## config.mk

```make
export PLATFORM = sky130hd
export DESIGN_NAME = pgr_fft_stage_sched
export DESIGN_NICKNAME = d
export VERILOG_FILES = /design/src/rtl/pgr_fft_stage_sched.sv
export SDC_FILE = /design/constraint.sdc
export NUM_CORES = 1
export LEC_CHECK = 0
export CAP_MARGIN = 20
export CORE_MARGIN = 5
export CORE_UTILIZATION = 58
export DETAILED_ROUTE_END_ITERATION = 12
export PLACE_DENSITY = 0.95
export SYNTH_ARGS = -nofsm -noshare
export SYNTH_HDL_FRONTEND = slang
export SYNTH_SLANG_ARGS = --single-unit
```

## constraint.sdc

```tcl
create_clock -name clk -period 5.3 [get_ports clk]
set_input_delay 1.06 -clock clk [delete_from_list [all_inputs] [get_ports clk]]
set_output_delay 1.06 -clock clk [all_outputs]
set_load 0.01 [all_outputs]
```

## src/rtl/pgr_fft_stage_sched.sv

```systemverilog
// Stage/pair read scheduler for the burst radix-2 FFT/IFFT butterfly datapath.
// Optional build macro PGR_FFT_SCHED_BITREV_EN: bit-reversed pair addressing in stage 0.
module pgr_fft_stage_sched #(
  parameter int LOG2_N       = 10,
  parameter int ADDR_WIDTH   = 18,
  parameter int DRAIN_CYCLES = 8
) (
  input  logic                  clk,
  input  logic                  rst_n,
  input  logic                  start,
  input  logic                  abort,
  input  logic                  rd_ready,
  output logic                  busy,
  output logic                  done,
  output logic [4:0]            stage,
  output logic                  first_level,
  output logic                  rd_valid,
  output logic [ADDR_WIDTH-1:0] rd_addr
);

  localparam int KW = LOG2_N - 1;

  localparam logic [1:0] ST_IDLE  = 2'd0;
  localparam logic [1:0] ST_RUN   = 2'd1;
  localparam logic [1:0] ST_DRAIN = 2'd2;
  localparam logic [1:0] ST_DONE  = 2'd3;

  localparam logic [KW-1:0] K_LAST     = {KW{1'b1}};
  localparam logic [4:0]    STAGE_LAST = 5'(LOG2_N - 1);
  localparam logic [7:0]    DRAIN_LOAD = 8'(DRAIN_CYCLES);

  logic [1:0]            state_r;
  logic [KW-1:0]         k_r;
  logic [7:0]            drain_r;
  logic [4:0]            stage_r;
  logic                  busy_r;
  logic                  done_r;
  logic                  first_level_r;
  logic                  rd_valid_r;
  logic [ADDR_WIDTH-1:0] rd_addr_r;
  logic [KW-1:0]         addr_map_s;

`ifdef PGR_FFT_SCHED_BITREV_EN
  function automatic logic [KW-1:0] bitrev(input logic [KW-1:0] v);
    logic [KW-1:0] r;
    for (int i = 0; i < KW; i++) begin
      r[i] = v[KW-1-i];
    end
    return r;
  endfunction

  // Stage 0 reads natural-order input, so its pair index is bit-reversed.
  always_comb begin
    addr_map_s = k_r;
    if (stage_r == 5'd0) begin
      addr_map_s = bitrev(k_r);
    end else begin
      addr_map_s = k_r;
    end
  end
`else
  // Input arrives pre-ordered; pair index maps straight to the address.
  always_comb begin
    addr_map_s = k_r;
  end
`endif

  // Scheduler FSM with all outputs registered; abort acts as a synchronous return to idle.
  always_ff @(posedge clk or negedge rst_n) begin
    if (!rst_n) begin
      state_r       <= ST_IDLE;
      k_r           <= {KW{1'b0}};
      drain_r       <= 8'd0;
      stage_r       <= 5'd0;
      busy_r        <= 1'b0;
      done_r        <= 1'b0;
      first_level_r <= 1'b0;
      rd_valid_r    <= 1'b0;
      rd_addr_r     <= {ADDR_WIDTH{1'b0}};
    end else if (abort) begin
      state_r       <= ST_IDLE;
      k_r           <= {KW{1'b0}};
      drain_r       <= 8'd0;
      stage_r       <= 5'd0;
      busy_r        <= 1'b0;
      done_r        <= 1'b0;
      first_level_r <= 1'b0;
      rd_valid_r    <= 1'b0;
      rd_addr_r     <= {ADDR_WIDTH{1'b0}};
    end else begin
      case (state_r)
        ST_IDLE: begin
          done_r     <= 1'b0;
          rd_valid_r <= 1'b0;
          if (start) begin
            state_r       <= ST_RUN;
            busy_r        <= 1'b1;
            stage_r       <= 5'd0;
            first_level_r <= 1'b1;
            k_r           <= {KW{1'b0}};
          end else begin
            state_r <= ST_IDLE;
          end
        end
        ST_RUN: begin
          // A stalled cycle holds k and rd_addr so no pair is skipped or repeated.
          if (rd_ready) begin
            rd_valid_r <= 1'b1;
            rd_addr_r  <= ADDR_WIDTH'(addr_map_s);
            if (k_r == K_LAST) begin
              state_r <= ST_DRAIN;
              drain_r <= DRAIN_LOAD;
            end else begin
              k_r <= k_r + {{(KW-1){1'b0}}, 1'b1};
            end
          end else begin
            rd_valid_r <= 1'b0;
          end
        end
        ST_DRAIN: begin
          rd_valid_r <= 1'b0;
          if (drain_r == 8'd1) begin
            k_r           <= {KW{1'b0}};
            drain_r       <= 8'd0;
            first_level_r <= 1'b0;
            if (stage_r == STAGE_LAST) begin
              state_r <= ST_DONE;
              done_r  <= 1'b1;
              busy_r  <= 1'b0;
              stage_r <= 5'd0;
            end else begin
              state_r <= ST_RUN;
              stage_r <= stage_r + 5'd1;
            end
          end else begin
            drain_r <= drain_r - 8'd1;
          end
        end
        ST_DONE: begin
          done_r  <= 1'b0;
          state_r <= ST_IDLE;
        end
        default: begin
          state_r       <= ST_IDLE;
          k_r           <= {KW{1'b0}};
          drain_r       <= 8'd0;
          stage_r       <= 5'd0;
          busy_r        <= 1'b0;
          done_r        <= 1'b0;
          first_level_r <= 1'b0;
          rd_valid_r    <= 1'b0;
        end
      endcase
    end
  end

  assign busy        = busy_r;
  assign done        = done_r;
  assign stage       = stage_r;
  assign first_level = first_level_r;
  assign rd_valid    = rd_valid_r;
  assign rd_addr     = rd_addr_r;

endmodule

```

* Yosys cells after proc, flatten, opt, wreduce, memory -nomap -nowiden
Index checks and enable logic that the tools add are counted.
** Storage, ports and cells
- Bits in registers :: 46
- Output and inout port bits :: 27
- Word-level logic and storage cells :: 82
- Input port bits :: 5
** Cells by class
- Equal/unequal tests :: 12
- Muxes and demuxes :: 41
- Reductions and logical operators :: 17
- Add/sub/neg operators :: 3
** Operators by type and width (count)
- $mux W18 :: 3
- $mux W9 :: 5
- $mux W8 :: 4
- $pmux W9 S3 :: 1
- $mux W5 :: 4
- $ne A3 B3 Y1 const B :: 6
- $pmux W8 S2 :: 1
- $mux W1 :: 12
- $reduce_and A3 Y1 :: 4
- $reduce_bool A3 Y1 :: 4
- $mux W2 :: 5
- $pmux W5 S2 :: 1
- $add A9 B1 Y9 const B :: 1
- $eq A9 B9 Y1 const B :: 1
- $eq A8 B1 Y1 const B :: 1
- $pmux W1 S2 :: 4
- $pmux W2 S4 :: 1
- $sub A8 B1 Y8 const B :: 1
- $add A5 B1 Y5 const B :: 1
- $eq A5 B4 Y1 const B :: 1
- $reduce_and A5 Y1 :: 1
- $eq A2 B2 Y1 const B :: 2
- $reduce_and A4 Y1 :: 1
- $reduce_bool A2 Y1 :: 2
- 5 further kinds :: 6

* Longest topological paths before layout
- Depth after elaboration :: 5
- Depth in mapped cells :: 10
- Gate-level depth less buffers :: 9

* Worst setup path before layout
Ideal clock, no wire load.
- Path type :: in2reg
- Start :: input port start
- End :: register k_r[7], in the netlist addr_map_s[7]
- Path buffers :: 1
- Setup time :: 0.101 ns
- Data arrival time :: 2.210 ns
- Setup slack :: 2.990 ns
- Stages :: 5
- Required time :: 5.199 ns
- Path through :: nor2b_1 -> a211o_1 -> or4_1 -> clkbuf_2 -> o32ai_1
** On the way
- Cells in the longest elaborated chain, start to end :: 2
** Ends and longest elaborated chain
- from (decl) :: line 10 : input logic start,
- $ne A3 B3 Y1 (no line)
- $reduce_and A5 Y1 (no line)
- to (signal assigned) :: line 72 : k_r <= {KW{1'b0}};
- to (signal assigned) :: line 82 : k_r <= {KW{1'b0}};
- to (signal assigned) :: line 100 : k_r <= {KW{1'b0}};
- to (decl) :: line 33 : logic [KW-1:0] k_r;
Every way passes these cells.
A chain may end at the register's enable or synchronous reset.

* Final worst setup path
- Start :: input port abort
- End :: register stage_r[0], in the netlist stage[0]
** On the way
- Cells in the longest elaborated chain, start to end :: 2
- Elaborated cells between the ends (all ways) :: 5
- Those cells by class :: eq/ne (2); mux (1); reduce/logical (2)
** Ends and longest elaborated chain
- from (decl) :: line 11 : input logic abort,
- $ne A3 B3 Y1 (no line) or $reduce_bool A3 Y1 (tied branches)
- $reduce_and A3 Y1 (no line)
- to (signal assigned) :: line 133 : stage_r <= stage_r + 5'd1;
- to (decl) :: line 35 : logic [4:0] stage_r;
Several ways; a longest one is shown, not always the timed one.

==> impl_metrics.py <==
metrics = {
    "status": {
        "status": "completed",
    },
    "layout": {
        "antennaDiodeCount": 0,
        "multiInputGateArea_um2": 1090,
        "area_delta_synth_final_pct": 13.5,
        "fin_nets": 269,
        "seqCellArea_um2": 926,
        "drive_gt1_frac": 0.0547,
        "nFillCells": 302,
        "final_cells": 304,
    },
    "timing": {
        "finalSetupViolations": 0,
        "skew_ns": 0.00311,
        "relSlewSlack": 0.355,
        "final.period_utilization": 0.590,
        "rsz0062_at_grt": "no",
        "fin_ws_ns": 2.17,
        "finalSetupTns_ns": 0,
        "fmax_ghz": 0.320,
        "hold_violations": 0,
        "report.final.slew_viol_count": 0,
        "period_needed_ns": 3.13,
        "tightest_slew_ns": 0.964,
    },
    "synth": {
        "syn_avg_cell_area_um2": 9.03,
        "synth_edf_count": 0,
        "ys_seq_area_frac": 0.433,
        "syn_area_um2": 2140,
        "synth_seq_cells": 37,
        "ys_warn_count": 0,
        "synthArstFlopShare": 1.00,
        "ys_types": 46,
        "ys.flop_type": "dfrtp_1",
        "syn_inst": 237,
    },
    "power": {
        "power.leakage_nw": 1.00,
        "power_density_nw_per_um2": 374,
        "peakVddDrop_mv": 0.234,
    },
    "placement": {
        "port_buffers": 22,
        "gp_congestion": 0.883,
        "place.detailed.hpwl_mm": 3.22,
        "pre_cts_slack_ns": 1.93,
        "dpl.cell_count": 296,
    },
    "worst_hold_path": {
        "hold_path_startpoint": "rd_addr[8]$_DFFE_PN0P_",
        "min_delay_path_depth": 2,
        "worstHoldPathType": "reg2reg",
        "worstHoldEndpoint": "rd_addr[8]$_DFFE_PN0P_",
    },
    "floorplanning": {
        "die_h_um": 70.7,
        "die-area_um2": 5000,
        "core_um2": 3610,
        "die_w_um": 70.7,
        "pin_count": 32,
        "rows": 22,
        "start_util": 0.593,
    },
    "setup_path": {
        "r2r_slack_ns": 2.62,
        "timing.rr.start": "drain_r[1]$_DFFE_PN0P_",
        "critPathCaptureType": "register",
        "reg2reg_depth": 6,
        "startpoint_type": "primary input",
        "crit_type": "in2reg",
        "required_ns": 5.47,
        "critPathArrivalTime_ns": 3.30,
        "cp_max_fo": 28,
        "worstReg2RegEnd": "stage[0]$_DFFE_PN0P_",
    },
    "routing": {
        "drtPass1Iterations": 4,
        "avgViaCountPerCell": 5.94,
        "wl_per_cell_um": 15.1,
        "drt_iter0_markers": 135,
        "route.detailed.drc": 0,
        "drt-total-wl_mm": 4.59,
        "antenna_left": 0,
        "vias": 1807,
    },
    "grt": {
        "grt.overflow.total": 0,
        "gr-usage-met1": 0.256,
        "grt_max_degree": 38,
        "antenna_found_initial": 0,
        "grt_util_all_layers": 0.191,
        "grt_busiest_layer": "met2",
        "grt_pass1_vias": 1682,
        "grt_pass1_wl_mm": 7.78,
        "use_met2": 0.308,
        "met3_usage": 0.0355,
    },
    "cts": {
        "cts_num_sinks": 37,
        "cts_setup_buffers": 0,
        "cts_root_buffer": "clkbuf_8",
        "tritoncts": "done",
        "cts.htree.levels": 2,
        "worstSkewPairLatency_ns": 0.29,
        "ctsResizeCount": 0,
        "clk_path_buf_depth": 2,
        "path_clk_slew_ns": 0.07,
        "cts-buffers-inserted": 5,
        "cts_hold_buffers": 0,
    },
    "job": {
        "maxCapViolations": 0,
    },
}
layout make-up:
class / instances / area share
Timing Repair Buffer: 23 / 0.0938
Multi-Input combinational cell: 178 / 0.451
Tap cell: 48 / 0.0247
Clock inverter: 2 / 0.00412
Sequential cell: 37 / 0.381
Clock buffer: 6 / 0.0299
Inverter: 10 / 0.0155
worst max-delay path by stage:
stage,from,endpoint,cells after the start
final,abort,stage[0]$_DFFE_PN0P_,4
after detailed placement,abort,stage[0]$_DFFE_PN0P_,4
after global placement,abort,stage[1]$_DFFE_PN0P_,4
after CTS,abort,stage[0]$_DFFE_PN0P_,4
after floorplan,start,addr_map_s[7]$_DFFE_PN0P_,5
after global routing,abort,stage[0]$_DFFE_PN0P_,4
metal layers:
metal  wire length (µm)  part of all wire  vias up
met2               2270              0.49       43
met3                226             0.049        5
met1               2060              0.45      886
met4                 39            0.0085        0
li1                   -                 -      873
met5                  0                 0        -
worst max-delay path: stages:
cell	delay, ns
clkdlybuf4s50_1	1.10
inv_1	0.36
o21ai_0	0.36
mux2_2	0.41
cell usage in the layout, fill, tap and decap left out, drive strengths merged, types with 3 or more instances in the layout:
master and count:
a21oi 17, o211ai 4, nor2 14, nor3 5
inv 10, and3 3, clkdlybuf4s50 22, o311ai 6
nand2b 4, ha 9, o21ai 7, o32ai 3
nand2 33, mux2 3, dfrtp 37, and2 4
nor2b 5, a211oi 5, or4 3, xor2 3
nand3 9, conb 9, clkbuf 6, o31ai 7
logic make-up after synthesis:
group / count (synthesis) / synth area share
AO/OA/AOI/OAI: 61 / 0.197
XOR/XNOR: 3 / 0.0123
adder cells (fa/ha/maj): 9 / 0.0526
buffers and inverters: 30 / 0.0696
flip-flops: 37 / 0.433
multiplexers: 3 / 0.0158
other: 1 / 0.00175
AND/OR/NAND/NOR: 93 / 0.218
state kept, by name, summed over array words and instances (netlist names):
register     cells
rd_valid         1
state_r          2
drain_r          8
done             1
addr_map_s       9
stage            5
busy             1
first_level      1
rd_addr          9
synth_stat cells (2+ instances only):
master | n | area, µm²
o311ai_0 | 6 | 52.6
nor3_1 | 5 | 25.0
dfrtp_1 | 37 | 926
o32ai_1 | 3 | 26.3
xor2_1 | 3 | 26.3
or2_2 | 2 | 12.5
mux2_2 | 3 | 33.8
or4_1 | 3 | 22.5
o31ai_1 | 7 | 52.6
clkbuf_1 | 8 | 30.0
nor3b_1 | 2 | 15.0
nand2_1 | 33 | 124
and3_1 | 3 | 18.8
o21ai_0 | 7 | 35.0
nand3_1 | 9 | 45.0
inv_1 | 10 | 37.5
nor2b_1 | 5 | 31.3
nand3b_1 | 2 | 15.0
a211oi_1 | 5 | 37.5
o221ai_1 | 2 | 17.5
nand2b_1 | 4 | 25.0
a21o_1 | 2 | 15.0
o211ai_1 | 4 | 30.0
and2_1 | 4 | 25.0
nor2_1 | 14 | 52.6
or3_1 | 2 | 12.5
ha_1 | 9 | 113
a21oi_1 | 17 | 85.1
buf_4 | 9 | 67.6
through the flow:
step	power, mW	utilization	instance area (µm²)	hold WS [ns]
floorplan	0.631	-	2170	0.490
global placement	0.701	0.651	2350	0.508
detailed placement	0.716	0.651	2350	0.515
CTS	0.905	0.673	2430	0.525
global route	0.971	0.673	2430	0.555
finish	0.908	0.673	2430	0.521
power breakdown:
part / internal [mW] / switching, mW / total (mW) / leakage, nW
clock: 0.0911 / 0.0971 / 0.188 / 0.0450
sequential: 0.320 / 0.0556 / 0.375 / 0.507
combinational: 0.131 / 0.213 / 0.345 / 0.448
Power figures use the tool's default switching activity.
